$ cat config.mk
export PLATFORM = sky130hd
export DESIGN_NAME = code_lock_ctrl_flat
export DESIGN_NICKNAME = d
export VERILOG_FILES = /design/src/rtl/code_lock_pkg.sv /design/src/rtl/code_lock_ctrl_if.sv /design/src/rtl/lock_timer.sv /design/src/rtl/code_lock_ctrl.sv /design/src/flat_wrapper.sv
export SDC_FILE = /design/constraint.sdc
export NUM_CORES = 1
export LEC_CHECK = 0
export BUFFER_PORTS_ARGS = -buffer_cell sky130_fd_sc_hd__buf_2
export CORE_MARGIN = 2
export CORE_UTILIZATION = 55
export CTS_CLUSTER_DIAMETER = 120
export DETAILED_ROUTE_END_ITERATION = 7
export PLACE_DENSITY = 0.88
export SLEW_MARGIN = 40
export SYNTH_ARGS = -nofsm -noshare
export SYNTH_HDL_FRONTEND = slang
export SYNTH_SLANG_ARGS = --single-unit
$ cat constraint.sdc
create_clock -name clk -period 4.08 [get_ports clk]
set_clock_uncertainty 0.05 [all_clocks]
set_input_delay 0.204 -clock clk [delete_from_list [all_inputs] [get_ports clk]]
set_output_delay 0.204 -clock clk [all_outputs]
set_load 0.01 [all_outputs]
$ cat src/rtl/code_lock_pkg.sv
// Shared types and constants for the code lock: state encoding, the factory code
// and width helpers used by the controller and its timer.
package code_lock_pkg;

  typedef enum logic [1:0] {
    ENTRY   = 2'd0,
    OPEN    = 2'd1,
    LOCKOUT = 2'd2,
    PROG    = 2'd3
  } lock_state_t;

  // Factory code 9,9,7,9 for 4-bit digits; first-entered digit sits in the MSBs.
  localparam int         DEF_DIGIT_W  = 4;
  localparam int         DEF_CODE_LEN = 4;
  localparam logic [DEF_CODE_LEN*DEF_DIGIT_W-1:0] DEF_CODE = 16'h9979;

  function automatic int max_int(input int a, input int b);
    return (a > b) ? a : b;
  endfunction

  function automatic int timer_width(input int unlock_cycles, input int lockout_cycles);
    return $clog2(max_int(unlock_cycles, lockout_cycles) + 1);
  endfunction

endpackage

$ cat src/rtl/code_lock_ctrl_if.sv
// Keypad-side bundle of the code lock: digit strobes in, lock status out.
// master = keypad/debouncer side, slave = lock controller.
interface code_lock_ctrl_if #(
  parameter int DIGIT_W = 4,
  parameter int FC_W    = 2,
  parameter int PR_W    = 3
);
  logic               enter;
  logic [DIGIT_W-1:0] digit;
  logic               clear;
  logic               prog_en;
  logic               unlocked;
  logic               locked_out;
  logic [FC_W-1:0]    fail_count;
  logic [PR_W-1:0]    progress;

  modport master (
    output enter, digit, clear, prog_en,
    input  unlocked, locked_out, fail_count, progress
  );

  modport slave (
    input  enter, digit, clear, prog_en,
    output unlocked, locked_out, fail_count, progress
  );
endinterface

$ cat src/rtl/lock_timer.sv
// Loadable down-counter shared by the OPEN and LOCKOUT dwell times.
// expired pulses for one cycle while running on the last count; load wins over run.
module lock_timer #(
  parameter int W = 10
) (
  input  logic         clk,
  input  logic         reset,
  input  logic         load,
  input  logic [W-1:0] load_val,
  input  logic         run,
  output logic         expired
);

  logic [W-1:0] r_cnt;

  always_ff @(posedge clk or posedge reset) begin
    if (reset) begin
      r_cnt <= '0;
    end else if (load) begin
      r_cnt <= load_val;
    end else if (run && (r_cnt != '0)) begin
      r_cnt <= r_cnt - 1'b1;
    end
  end

  // Firing on count 1 makes the owning state last exactly load_val cycles.
  assign expired = run && (r_cnt == W'(1));

endmodule

$ cat src/rtl/code_lock_ctrl.sv
// Digit-code lock: full-sequence compare, timed relock and failed-attempt lockout.
// Code reprogramming while OPEN exists only when CODE_LOCK_PROG_EN is defined.
module code_lock_ctrl
  import code_lock_pkg::*;
#(
  parameter int DIGIT_W        = 4,
  parameter int CODE_LEN       = 4,
  parameter int MAX_TRIES      = 3,
  parameter int UNLOCK_CYCLES  = 500,
  parameter int LOCKOUT_CYCLES = 1000,
  parameter logic [CODE_LEN*DIGIT_W-1:0] DEFAULT_CODE = DEF_CODE
) (
  input logic             clk,
  input logic             reset,
  code_lock_ctrl_if.slave bus
);

  localparam int CODE_W = CODE_LEN * DIGIT_W;
  localparam int FC_W   = $clog2(MAX_TRIES + 1);
  localparam int PR_W   = $clog2(CODE_LEN + 1);
  localparam int TMR_W  = timer_width(UNLOCK_CYCLES, LOCKOUT_CYCLES);
  localparam logic [PR_W-1:0] LAST = PR_W'(CODE_LEN - 1);

  lock_state_t         r_state, w_state_nxt;
  logic [PR_W-1:0]     r_progress, w_progress_nxt;
  logic                r_mismatch, w_mismatch_nxt;
  logic [FC_W-1:0]     r_fail, w_fail_nxt;
  logic                r_unlocked, r_locked_out;
  logic                w_unlocked_d, w_locked_out_d;
  logic                w_tmr_load, w_tmr_run, w_expired;
  logic [TMR_W-1:0]    w_tmr_val;
  logic [CODE_W-1:0]   w_code;
  logic [DIGIT_W-1:0]  w_exp_digit;
  logic                w_digit_ok;

`ifdef CODE_LOCK_PROG_EN
  logic [CODE_W-1:0]   r_code, w_code_nxt;
  logic [CODE_W-1:0]   r_shadow, w_shadow_nxt;
  logic [CODE_W-1:0]   w_shift;

  assign w_code  = r_code;
  assign w_shift = CODE_W'({r_shadow, bus.digit});
`else
  logic                w_unused;

  assign w_code   = DEFAULT_CODE;
  assign w_unused = bus.prog_en;
`endif

  // Code digit expected at the current position.
  always_comb begin
    w_exp_digit = '0;
    for (int i = 0; i < CODE_LEN; i++) begin
      if (r_progress == PR_W'(i)) w_exp_digit = w_code[(CODE_LEN-1-i)*DIGIT_W +: DIGIT_W];
    end
  end
  assign w_digit_ok = (bus.digit == w_exp_digit);

  always_ff @(posedge clk or posedge reset) begin
    if (reset) begin
      r_state      <= ENTRY;
      r_progress   <= '0;
      r_mismatch   <= 1'b0;
      r_fail       <= '0;
      r_unlocked   <= 1'b0;
      r_locked_out <= 1'b0;
`ifdef CODE_LOCK_PROG_EN
      r_code       <= DEFAULT_CODE;
      r_shadow     <= '0;
`endif
    end else begin
      r_state      <= w_state_nxt;
      r_progress   <= w_progress_nxt;
      r_mismatch   <= w_mismatch_nxt;
      r_fail       <= w_fail_nxt;
      r_unlocked   <= w_unlocked_d;
      r_locked_out <= w_locked_out_d;
`ifdef CODE_LOCK_PROG_EN
      r_code       <= w_code_nxt;
      r_shadow     <= w_shadow_nxt;
`endif
    end
  end

  always_comb begin
    w_state_nxt    = r_state;
    w_progress_nxt = r_progress;
    w_mismatch_nxt = r_mismatch;
    w_fail_nxt     = r_fail;
`ifdef CODE_LOCK_PROG_EN
    w_code_nxt     = r_code;
    w_shadow_nxt   = r_shadow;
`endif
    case (r_state)
      ENTRY: begin
        if (bus.clear) begin
          w_progress_nxt = '0;
          w_mismatch_nxt = 1'b0;
        end else if (bus.enter) begin
          if (r_progress == LAST) begin
            w_progress_nxt = '0;
            w_mismatch_nxt = 1'b0;
            if (!r_mismatch && w_digit_ok) begin
              w_state_nxt = OPEN;
              w_fail_nxt  = '0;
            end else begin
              w_fail_nxt = r_fail + 1'b1;
              if (w_fail_nxt == FC_W'(MAX_TRIES)) w_state_nxt = LOCKOUT;
            end
          end else begin
            w_progress_nxt = r_progress + 1'b1;
            w_mismatch_nxt = r_mismatch | !w_digit_ok;
          end
        end
      end
      OPEN: begin
        if (bus.clear) begin
          w_state_nxt = ENTRY;
`ifdef CODE_LOCK_PROG_EN
        end else if (bus.enter && bus.prog_en) begin
          // The strobe that leaves OPEN is already the first new digit.
          w_shadow_nxt = w_shift;
          if (r_progress == LAST) begin
            w_code_nxt     = w_shift;
            w_state_nxt    = ENTRY;
            w_progress_nxt = '0;
          end else begin
            w_state_nxt    = PROG;
            w_progress_nxt = r_progress + 1'b1;
          end
`endif
        end else if (w_expired) begin
          w_state_nxt = ENTRY;
        end
      end
      LOCKOUT: begin
        if (w_expired) begin
          w_state_nxt = ENTRY;
          w_fail_nxt  = '0;
        end
      end
      PROG: begin
`ifdef CODE_LOCK_PROG_EN
        if (bus.clear) begin
          w_state_nxt    = ENTRY;
          w_progress_nxt = '0;
        end else if (bus.enter) begin
          w_shadow_nxt = w_shift;
          if (r_progress == LAST) begin
            w_code_nxt     = w_shift;
            w_state_nxt    = ENTRY;
            w_progress_nxt = '0;
          end else begin
            w_progress_nxt = r_progress + 1'b1;
          end
        end
`else
        w_state_nxt    = ENTRY;
        w_progress_nxt = '0;
`endif
      end
      default: w_state_nxt = ENTRY;
    endcase
  end

  // Status is registered from the next state so it moves with the state register.
  always_comb begin
    w_unlocked_d   = (w_state_nxt == OPEN);
    w_locked_out_d = (w_state_nxt == LOCKOUT);
    w_tmr_load     = (w_state_nxt != r_state) && (w_unlocked_d || w_locked_out_d);
    w_tmr_val      = w_unlocked_d ? TMR_W'(UNLOCK_CYCLES) : TMR_W'(LOCKOUT_CYCLES);
    w_tmr_run      = (r_state == OPEN) || (r_state == LOCKOUT);
  end

  lock_timer #(.W(TMR_W)) u_timer (
    .clk      (clk),
    .reset    (reset),
    .load     (w_tmr_load),
    .load_val (w_tmr_val),
    .run      (w_tmr_run),
    .expired  (w_expired)
  );

  assign bus.unlocked   = r_unlocked;
  assign bus.locked_out = r_locked_out;
  assign bus.fail_count = r_fail;
  assign bus.progress   = r_progress;

endmodule

$ cat src/flat_wrapper.sv
// flat-port wrapper written by rule: the top's interface ports become plain ports
module code_lock_ctrl_flat import code_lock_pkg::*;
#(
  parameter int DIGIT_W        = 4,
  parameter int CODE_LEN       = 4,
  parameter int MAX_TRIES      = 3,
  parameter int UNLOCK_CYCLES  = 500,
  parameter int LOCKOUT_CYCLES = 1000,
  parameter logic [CODE_LEN*DIGIT_W-1:0] DEFAULT_CODE = DEF_CODE
)
  (clk, reset, bus_enter, bus_digit, bus_clear, bus_prog_en, bus_unlocked, bus_locked_out, bus_fail_count, bus_progress);
  code_lock_ctrl_if #(.DIGIT_W(DIGIT_W), .FC_W(($clog2(MAX_TRIES + 1))), .PR_W(($clog2(CODE_LEN + 1)))) bus_i ();
  input logic clk;
  input logic reset;
  input wire logic [$bits(bus_i.enter)-1:0] bus_enter;
  input wire logic [$bits(bus_i.digit)-1:0] bus_digit;
  input wire logic [$bits(bus_i.clear)-1:0] bus_clear;
  input wire logic [$bits(bus_i.prog_en)-1:0] bus_prog_en;
  output wire logic [$bits(bus_i.unlocked)-1:0] bus_unlocked;
  output wire logic [$bits(bus_i.locked_out)-1:0] bus_locked_out;
  output wire logic [$bits(bus_i.fail_count)-1:0] bus_fail_count;
  output wire logic [$bits(bus_i.progress)-1:0] bus_progress;
  assign bus_i.enter = bus_enter;
  assign bus_i.digit = bus_digit;
  assign bus_i.clear = bus_clear;
  assign bus_i.prog_en = bus_prog_en;
  assign bus_unlocked = bus_i.unlocked;
  assign bus_locked_out = bus_i.locked_out;
  assign bus_fail_count = bus_i.fail_count;
  assign bus_progress = bus_i.progress;
  code_lock_ctrl #(.DIGIT_W(DIGIT_W), .CODE_LEN(CODE_LEN), .MAX_TRIES(MAX_TRIES), .UNLOCK_CYCLES(UNLOCK_CYCLES), .LOCKOUT_CYCLES(LOCKOUT_CYCLES), .DEFAULT_CODE(DEFAULT_CODE)) u_core (.clk(clk), .reset(reset), .bus(bus_i));
endmodule
==> After elaboration in Yosys (flattened, before gate mapping) <==
Index checks and enable logic that the tools add are counted.
{ "totals": {"ff_bits": 20, "input_bits": 9, "out_inout_bits": 7} }
{ "op_classes": {"n_addsub": 3, "eq_ne": 17, "reduce_logical": 18, "n_bitwise": 1, "mux": 28} }
{ "op_table": {"columns": ["op", "count"], "rows": [
  ["2-to-1 mux 10 bit", 3],
  ["2-to-1 mux 2 bit", 12],
  ["2-to-1 mux 4 bit", 4],
  ["== test 10 x 1 -> 1 bit, second input constant", 1],
  ["nonzero test 10 bit", 1],
  ["subtractor 10 x 1 -> 10 bit, second input constant", 1],
  ["2-to-1 mux 3 bit", 3],
  ["== test 2 bit, second input constant", 4],
  ["one-hot mux 2 bit (4 select lines)", 1],
  ["nonzero test 2 bit", 4],
  ["== test 3 x 2 -> 1 bit, second input constant", 2],
  ["inequality test 2 bit, second input constant", 3],
  ["one-hot mux 3 bit (2 select lines)", 1],
  ["AND reduction 5 bit", 1],
  ["== test 2 x 1 -> 1 bit, second input constant", 2],
  ["== test 4 bit", 1],
  ["logical AND 1 bit", 4],
  ["one-hot mux 2 bit (2 select lines)", 1],
  ["AND reduction 2 bit", 2],
  ["adder 3 x 1 -> 3 bit, second input constant", 1],
  ["== test 3 x 1 -> 1 bit, second input constant", 1],
  ["logical NOT 3 bit", 1],
  ["2-to-1 mux 1 bit", 3],
  ["inequality test 3 bit, second input constant", 1],
  ["other kinds (7)", 9]
]} }

==> Logic depth before layout (Yosys ltp) <==
Gate-level depths: netlist of run 1.
{ "logic_depth": {"depth_word": 16, "depth_mapped": 13} }

==> Modules after synthesis <==
Synthesis of run 1 repeated with hierarchy kept, for this count alone.
{ "hier_totals": {"cells_unflattened": 156, "area_unflattened_um2": 1457.6} }
{ "by_module_without_submodules": {"columns": ["mod", "seq_area_each_um2", "cells_each", "area_each_um2", "n_inst"], "rows": [
  ["code_lock_ctrl", 250.2, 86, 810.8, 1],
  ["lock_timer", 250.2, 70, 646.9, 1]
]} }

==> Worst setup path after synthesis of run 1 <==
No wires, ideal clock.
{ "synth_timing": {"path_kind": "register to register", "from": "register u_core.r_progress[0], in the netlist u_core.bus.progress[0]", "to": "register u_core.u_timer.r_cnt[2]", "arrival_time_ps": 3512, "path_stages_with_launch": 14, "period_less_slack_ps": 3687, "path_buffers": 0, "setup_ps": 125, "slack_ps": 393, "path_cell_list": "dfrtp_1 > inv_1 > ha_1 > nor4_1 > nor3_1 > a2111o_1 > nor2_1 > a21oi_1 > a21oi_1 > ha_1 > a21oi_1 > or4b_4 > o211ai_4 > mux2_4"} }
{ "synth_via": {"elab_chain_len": 16, "elab_cells_between_ends": 23, "cone_classes": "eq/ne: 7; mux: 11; reduce/logical: 5"} }
{ "synth_lines": {"columns": ["element", "line", "source"], "rows": [
  ["start, declared", "code_lock_ctrl.sv:25", "logic [PR_W-1:0] r_progress, w_progress_nxt;"],
  ["start signal, assigned", "code_lock_ctrl.sv:73", "r_progress <= w_progress_nxt;"],
  ["logical NOT 3 bit", "code_lock_ctrl.sv:54", "if (r_progress == PR_W'(i)) w_exp_digit = w_code[(CODE_LEN-1-i)*DIGIT_W +: DIGIT_W];"],
  ["2-to-1 mux 4 bit (4 in series)", "code_lock_ctrl.sv:54", null],
  ["== test 4 bit", "code_lock_ctrl.sv:57", "assign w_digit_ok = (bus.digit == w_exp_digit);"],
  ["logical AND 1 bit", "code_lock_ctrl.sv:103", "if (!r_mismatch && w_digit_ok) begin"],
  ["2-to-1 mux 2 bit", "code_lock_ctrl.sv:103", null],
  ["2-to-1 mux 2 bit *", "code_lock_ctrl.sv:100", "if (r_progress == LAST) begin"],
  ["2-to-1 mux 2 bit *", "code_lock_ctrl.sv:99", "end else if (bus.enter) begin"],
  ["2-to-1 mux 2 bit *", "code_lock_ctrl.sv:96", "if (bus.clear) begin"],
  ["one-hot mux 2 bit (4 select lines) *", "code_lock_ctrl.sv:94", "case (r_state)"],
  ["== test 2 x 1 -> 1 bit / == test 2 bit (equally long branches)", "code_lock_ctrl.sv:168, code_lock_ctrl.sv:169", null],
  ["logical OR 1 bit", "code_lock_ctrl.sv:170", "w_tmr_load = (w_state_nxt != r_state) && (w_unlocked_d || w_locked_out_d);"],
  ["logical AND 1 bit", "code_lock_ctrl.sv:170", null],
  ["2-to-1 mux 10 bit / nonzero test 2 bit (equally long branches)", null, null],
  ["end signal, assigned", "lock_timer.sv:20", "r_cnt <= load_val;"],
  ["end signal, assigned", "lock_timer.sv:22", "r_cnt <= r_cnt - 1'b1;"],
  ["end, declared", "lock_timer.sv:14", "logic [W-1:0] r_cnt;"]
]} }
Every way passes the cells marked *; elsewhere a longest branch is shown, timed or not.
A chain may end at the register's enable or synchronous reset.

==> Worst setup path after layout of run 1 <==
{ "layout_timing": {"from": "register u_core.r_progress[0], in the netlist u_core.bus.progress[0]", "to": "register u_core.u_timer.r_cnt[4]"} }
{ "layout_via": {"elab_chain_len": 16, "elab_cells_between_ends": 23, "cone_classes": "eq/ne: 7; mux: 11; reduce/logical: 5"} }
{ "layout_lines": {"columns": ["element", "line", "source"], "rows": [
  ["logical NOT 3 bit", "code_lock_ctrl.sv:54", null],
  ["2-to-1 mux 4 bit (4 in series)", "code_lock_ctrl.sv:54", null],
  ["== test 4 bit", "code_lock_ctrl.sv:57", null],
  ["logical AND 1 bit", "code_lock_ctrl.sv:103", null],
  ["2-to-1 mux 2 bit", "code_lock_ctrl.sv:103", null],
  ["2-to-1 mux 2 bit *", "code_lock_ctrl.sv:100", null],
  ["2-to-1 mux 2 bit *", "code_lock_ctrl.sv:99", null],
  ["2-to-1 mux 2 bit *", "code_lock_ctrl.sv:96", null],
  ["one-hot mux 2 bit (4 select lines) *", "code_lock_ctrl.sv:94", null],
  ["named net u_core.w_state_nxt[0]", "code_lock_ctrl.sv:24", "lock_state_t r_state, w_state_nxt;"],
  ["== test 2 x 1 -> 1 bit / == test 2 bit (equally long branches)", "code_lock_ctrl.sv:168, code_lock_ctrl.sv:169", null],
  ["logical OR 1 bit", "code_lock_ctrl.sv:170", null],
  ["logical AND 1 bit", "code_lock_ctrl.sv:170", null],
  ["2-to-1 mux 10 bit / nonzero test 2 bit (equally long branches)", null, null]
]} }
The timed path passes the listed nets; every way through them passes the cells marked *.

==> run summary, run 1 <==
The placeable core region was 2250 um^2. The die width was 53.4 um. The data required time at the worst endpoint came out at 4.23 ns. In this run, synthesis inferred 0 flip-flops with an integrated enable. The fraction of layout cells with a size suffix above 1 was 14.8%; the setup total negative slack was 0 ns. The setup check on the worst reg-to-reg path leaves a slack of 0.19 ns. The tools report the launching point of the worst reg2reg path as u_core.bus.progress[0]$_DFFE_PP0P_. TritonCTS built the clock tree. After detailed placement, the design holds a cell count of 186.

The floorplan step defined a die boundary enclosing 2850 um^2. The final count of pins violating max slew is 0. After layout, the worst path uses 95.3% of the clock period. Measured along the y axis, the die boundary spans 53.4 um. Derived from the worst setup path, the maximum achievable clock frequency is 0.257 GHz. The overall overflow remaining after global route came out at 0.

The hold violation count in the final report was 0. From synthesis to final layout, the design area changed by 11.1%. The most critical setup path has its startpoint at u_core.bus.progress[0]$_DFFE_PP0P_. The initial core utilization is 59.5%. VDD sags by at most 0.000310 V. For this design the ratio of total power to cell area is 298 nW/um^2.

Fraction of registers with async set/reset: 100%. For the area of combinational cells with multiple inputs, the log shows 807 um^2. In this run the tightest slew margin relative to its limit is 54.9%. Clock tree synthesis selected as its root buffer the cell clkbuf_4. For the Yosys warning count, the log shows 0.

The first global-routing pass estimated 4530 um of wire. In the layout the commonest cells are dfrtp_1 (20), nand2_1 (15), ha_1 (14), buf_2 (14), nor2_1 (10). The tools report the clock latency on the worst-skew pair as 0.31 ns. The flow ran to the end, and the final reports show no timing, DRC or antenna violations. The worst setup path is of the flop to flop kind. The tools report the number of global-route vias before repair as 1051.

Across the run, the number of max-cap violations was 0. The tightest min-delay check is of the input pin to flop type. Row generation in the floorplan step produced 17 rows. Detailed-route DRC error count: 0.

The average via count per standard cell works out to 5.90. STA classifies the critical path startpoint as a flop. The tools report the first-pass iteration count of the detailed router as 4. The tools report the number of antenna violations at the first check in global routing as 0. The congestion estimate from routability-driven global placement came to 0.859. The logs give 3 for the CTS buffer count and 33 for the number of distinct library cell variants in the gate-level netlist after synthesis.

After the flow finishes, the layout carries non-filler instances totaling 190. For the pin with the worst max-slew slack, the measured transition is 0.672 ns. For the deepest clock path buffer count, the log shows 2. The most used flip-flop cell after synthesis is dfrtp_1. For this design the top-level I/O count stands at 16. The number of cells traversed by the worst hold path works out to 3. The number of setup buffers added after CTS is 0. Once detail routing completed, the nets flagged for antenna violations numbered 0.

The repair_antennas step left the layout with diodes totalling 0. After layout, the minimum clock period comes to 3.89 ns. In this run the static leakage power is 0.616 nW. For hold timing, the worst endpoint is u_core.r_mismatch$_DFFE_PP0P_.

The gate count of the mapped netlist is 144. For the sum of internal, switching and leakage power, the log shows 444 uW. Detailed placement ended at an HPWL of 2110 um. When the netlist entered floorplanning its net count stood at 167. Fill cells in the final layout number 203. STA classifies the critical path endpoint as a flop. The number of setup violations in the final report was 0; the highest net fanout along the worst path was 10. Dividing the detail-routed wire length by the instance count gives 14.5 um. The area taken by flip-flops and latches was 500 um^2; the clock transition at the registers of the reported paths was 0.11 ns. The number of cell instances on the worst register-to-register path was 13.

Level count of the clock H-tree: 1. For the maximum number of pins on one net before global-route repair, the log shows 21. Setup repair after global routing left no endpoint under its margin. For this block, the routed nets add up to 2760 um of wire. Counting flops and latches in the post-synthesis netlist gives 20. After synthesis, flip-flops and latches occupy 37.3% of the total area. The violation count after the first detailed-routing iteration came out at 27. Data arrives at the worst endpoint at 4.04 ns.

The clock net in this run drives a total of 20 sinks. In the global route stage, overall resource usage came out at 22.2%. The tools report the via count as 1121.

The startpoint identified for the worst hold timing path is bus_enter. The combined area of all synthesized cells is 1340 um^2. Leaving out fill and tap cells, the most frequent cell in the layout is dfrtp_1.

The number of buffer cells added on primary ports is 14. After synthesis, the mean cell area works out to 9.31 um^2. For the final-stage net count, the log shows 187. The tools report the critical register-to-register path endpoint as u_core.u_timer.r_cnt[4]$_DFFE_PP0P_.
[state kept, by name, indices dropped and copies added, names as in the netlist]
| name | cells |
|---|---|
| u_core.u_timer.r_cnt | 10 |
| u_core.bus.progress | 3 |
| u_core.bus.fail_count | 2 |
| u_core.r_state | 2 |
| u_core.bus.locked_out | 1 |
| u_core.bus.unlocked | 1 |
| u_core.r_mismatch | 1 |
[cell type report]
type	count	area share, %
repair buffers	16	5.88
well taps	28	2.35
inverters	10	2.52
flip-flops and latches	20	33.6
multi-input cells	113	54.2
clock buffers	3	1.51
[metrics by stage]
step	utilization (%)	hold WS, ns	worst slack, ns	area, um^2
floorplan	-	0.118	0.393	1340
global placement	64.3	0.305	0.277	1450
detailed placement	64.3	0.313	0.148	1450
CTS	65.7	0.161	0.125	1480
global route	66.1	0.169	0.0339	1490
finish	66.1	0.163	0.194	1490
[metal layers]
metal  part of all wire, %  global-route usage, %  vias up
met1                    43                   27.0      529
met2                    51                   39.5       35
li1                      -                      -      553
met3                   4.3                   2.54        4
met4                  0.98                   8.97        0
met5                     0                      0        -
[cell families (layout without fill, tap and decap cells)]
logic type	after synthesis	count (layout)	synth area share, %
XOR/XNOR	7	7	4.57
AND/OR/NAND/NOR	57	57	21.5
multiplexers	4	4	3.73
buffers and inverters	11	29	3.17
adder cells (fa/ha/maj)	14	14	13.1
AO/OA/AOI/OAI	31	31	16.7
flip-flops	20	20	37.3
[worst max-delay path: stages (launching register included)]
cell	delay [ns]
dfrtp_1	0.47
inv_1	0.11
ha_1	0.26
nor4_2	0.35
nor3_1	0.08
a2111o_1	0.44
nor2_2	0.24
buf_4	0.17
a32o_1	0.19
ha_1	0.28
a21oi_1	0.13
or4b_4	0.49
o211ai_4	0.18
mux2_4	0.34
[synthesized netlist by cell type, drive strengths merged (2+ instances only)]
cell type  count  share of area (%)
nor3           8                3.0
nor4           5                2.3
o211ai         2                2.1
mux2i          2                1.5
ha            14                 13
a21oi          8                3.0
inv           10                2.8
a211oi         2                1.1
mux2           2                2.2
xnor2          6                3.9
o21ai          6                2.2
or3            2               0.93
nor2b          2               0.93
nand2b         6                2.8
o41ai          2                1.3
nand2         15                4.2
nand3          3                1.1
o31ai          3                1.7
a211o          2                1.3
nand4          2               0.93
nor2          11                3.1
o21a           2                1.1
dfrtp         20                 37
[how the worst max path moves through the flow]
| stage | cells past startpoint | slack [ns] | endpoint |
|---|---|---|---|
| 2_1_floorplan | 13 | 0.39 | u_core.u_timer.r_cnt[2]$_DFFE_PP0P_ |
| 3_3_place_gp | 13 | 0.28 | u_core.u_timer.r_cnt[2]$_DFFE_PP0P_ |
| 3_5_place_dp | 13 | 0.15 | u_core.u_timer.r_cnt[4]$_DFFE_PP0P_ |
| 4_1_cts | 13 | 0.12 | u_core.u_timer.r_cnt[4]$_DFFE_PP0P_ |
| 5_1_grt | 13 | 0.03 | u_core.u_timer.r_cnt[2]$_DFFE_PP0P_ |
| 6_report | 13 | 0.19 | u_core.u_timer.r_cnt[4]$_DFFE_PP0P_ |
[report_power, final]
part / switching, mW / leakage [nW] / total, mW / internal (mW)
sequential: 0.0208 / 0.237 / 0.238 / 0.217
clock: 0.0605 / 0.0138 / 0.0951 / 0.0345
combinational: 0.0647 / 0.365 / 0.111 / 0.0459
total: 0.146 / 0.616 / 0.444 / 0.298
[repair_timing]
action                                 in CTS  in global routing
setup endpoints to repair                   0                  2
endpoints found under the hold margin      20                  0
resized for setup                           0                  2
hold buffers                                1                  0
No activity file was read; power rests on OpenSTA's default activity.
==> run 2, diff against run 1 <==
Settings changed: BUFFER_PORTS_ARGS -buffer_cell sky130_fd_sc_hd__buf_2 to -buffer_cell sky130_fd_sc_hd__buf_4, PLACE_DENSITY 0.88 to not set, PLACE_DENSITY_LB_ADDON set to 0.12.
==> run summary, run 2 (synthesis results as in run 1) <==
The tools report the maximum number of pins on one net before global-route repair as 21. For the number of antenna-violating nets in the routed design, the log shows 0. At the later pin of the worst-skew pair, clock insertion delay measures 0.33 ns. The tree is rooted in a clkbuf_4. The run gives 1480 um^2 as the instance area after placement. Once layout is done, the placed cells without fillers occupy 1540 um^2. Of all nets on the critical path, the largest fanout is 10. For this design the top-level I/O count stands at 16. For this run, the share of the core covered by cells in the final layout is 68.3%. The critical path in this run is classified as flop to flop.

Detailed placement finished with a half-perimeter wire length of 2100 um. Compared with the post-synthesis result, the final layout area differs by 14.7%. The die width is 53.4 um. The run gives 0 as the final count of pins violating max slew. The die covers 2850 um^2. The library cell used most frequently in the layout, excluding fill and tap cells, is dfrtp_1. The clock transition at the registers of the reported paths came out at 0.13 ns. The run gives 0 ns as the setup total negative slack. Setup repair after global routing left no endpoint under its margin. Once the floorplan was initialized, standard cells occupied 59.5% of the core. The number of global-route vias before repair came out at 1073. The highest metal layer with signal wires was met4. In the final layout, the multi-input gates occupy 807 um^2. The data required time at the worst endpoint was 4.25 ns.

The tool flagged a number of max-cap violations equal to 0. The reported leakage power came out at 0.632 nW. The number of flip-flops under the largest register name was 10; the worst-case vdd ir drop was 0.000263 V. The run finished with clean final reports. Setup violations remaining at the end of the flow were counted as 0.

Timing-limited maximum frequency: 0.259 GHz. The height of the die was 53.4 um; the total wire length after detailed routing was 2860 um. STA classifies the critical path startpoint as a flop.

The pin slew with the least headroom to its limit was 0.605 ns. The first global-routing pass estimated 4800 um of wire. Of the cells placed in the final design, the portion with a size suffix greater than 1 is 16.0%. The placeable core region is 2250 um^2.

The final clock period utilization by the worst path is 94.5%, and the buffer count from post-CTS setup fixing is 0. The tools report the global placement routability congestion as 0.903. The minimum period implied by the final worst setup slack was 3.86 ns; the hold violation count in the final report was 0. First-pass iteration count of the detailed router: 4.

Input and output buffers added on the ports amount to 14. The final-stage net count was 187; the violation count after the first detailed-routing iteration was 45. TritonCTS built the clock tree.

After detailed routing, the number of remaining DRC violations is 0. The overall overflow remaining after global route was 0. The worst max-slew margin expressed relative to the limit is 59.3%, and the layout filler cell count is 198. Critical path capture point type: a flop. At the worst endpoint, the arrival time is 4.02 ns. The type of the worst min-delay path was input pin to flop. The number of antenna violations at the first check in global routing was 0; the placement row count was 17. No sink is reached through more buffers than the 2 on the longest clock path. The top cell types in the final layout, fill and taps aside, are dfrtp_1 (20), nand2_1 (15), buf_4 (15). Detailed routing placed a total of 1320 um of wire on met2. In the final routed layout, each cell accounts on average for 15.0 um. The logs give 1 for the level count of the clock H-tree and 3 for the CTS buffer count. The setup check on the worst reg-to-reg path leaves a slack of 0.22 ns. The via count is 1151, and the total clock sinks is 20. In the final routing, the length of wire on met1 measures 1300 um. The routed design uses 165 um of met3 wire.

Registers take 500 um^2. For this design the ratio of total power to cell area is 311 nW/um^2. The largest register by flop count was u_core.u_timer.r_cnt. The aggregate global-route resource usage was 24.1%; the final antenna diode count was 0. The average via count per standard cell is 6.03.
==> run 2: cell type report <==
| cell class | instances | area share, % |
|---|---|---|
| inverter | 10 | 2.44 |
| timing repair buffer | 16 | 7.97 |
| tap | 28 | 2.28 |
| sequential | 20 | 32.5 |
| clock buffer | 4 | 2.36 |
| multi-input combinational | 113 | 52.4 |
==> run 2: final timing paths <==
check,startpoint,endpoint,cells after the start
max reg2reg,u_core.bus.progress[0]$_DFFE_PP0P_,u_core.u_timer.r_cnt[2]$_DFFE_PP0P_,13
min in group asynchronous,reset,u_core.bus.progress[0]$_DFFE_PP0P_,3
min reg2reg,u_core.r_mismatch$_DFFE_PP0P_,u_core.r_mismatch$_DFFE_PP0P_,2
max,u_core.bus.progress[0]$_DFFE_PP0P_,u_core.u_timer.r_cnt[2]$_DFFE_PP0P_,13
min,bus_enter,u_core.r_mismatch$_DFFE_PP0P_,3
max in group asynchronous,reset,u_core.u_timer.r_cnt[1]$_DFFE_PP0P_,3
==> run 2: what timing repair did <==
item	4_1_cts	5_1_grt
resized for setup	0	2
setup endpoints to repair	0	4
endpoints found under the hold margin	15	0
hold buffers	1	0
==> run 2: layer usage <==
layer | vias to the layer above | GRT usage (%)
met2 | 48 | 38.1
met1 | 545 | 31.0
met4 | 0 | 12.8
met5 | - | 0
met3 | 9 | 4.24
li1 | 549 | -
==> run 2: through the flow <==
| stage | power, mW | cells | hold WS, ns | setup WS [ns] |
|---|---|---|---|---|
| final | 0.478 | 191 | 0.121 | 0.223 |
| after global routing | 0.504 | 191 | 0.126 | 0.0449 |
| after CTS | 0.476 | 191 | 0.124 | 0.0533 |
| after detailed placement | 0.353 | 186 | 0.352 | 0.0973 |
| after global placement | 0.347 | 186 | 0.330 | 0.247 |
| after floorplan | 0.314 | 144 | 0.118 | 0.393 |
==> run 2: worst max-delay path, cell delays in order, from the launching register on <==
cell and delay [ns]:
dfrtp_1 0.49, inv_1 0.11, ha_1 0.27, nor4_2 0.37
nor3_1 0.08, a2111o_1 0.43, nor2_2 0.25, a21oi_1 0.12
a21oi_1 0.16, ha_1 0.28, a21oi_1 0.12, or4b_4 0.48
o211ai_4 0.19, mux2_4 0.34
==> run 2: where the power goes <==
group          total [mW]  switching, mW  internal, mW
sequential          0.238         0.0210         0.217
combinational       0.115         0.0638        0.0509
clock               0.125         0.0705        0.0547
total               0.478          0.155         0.323
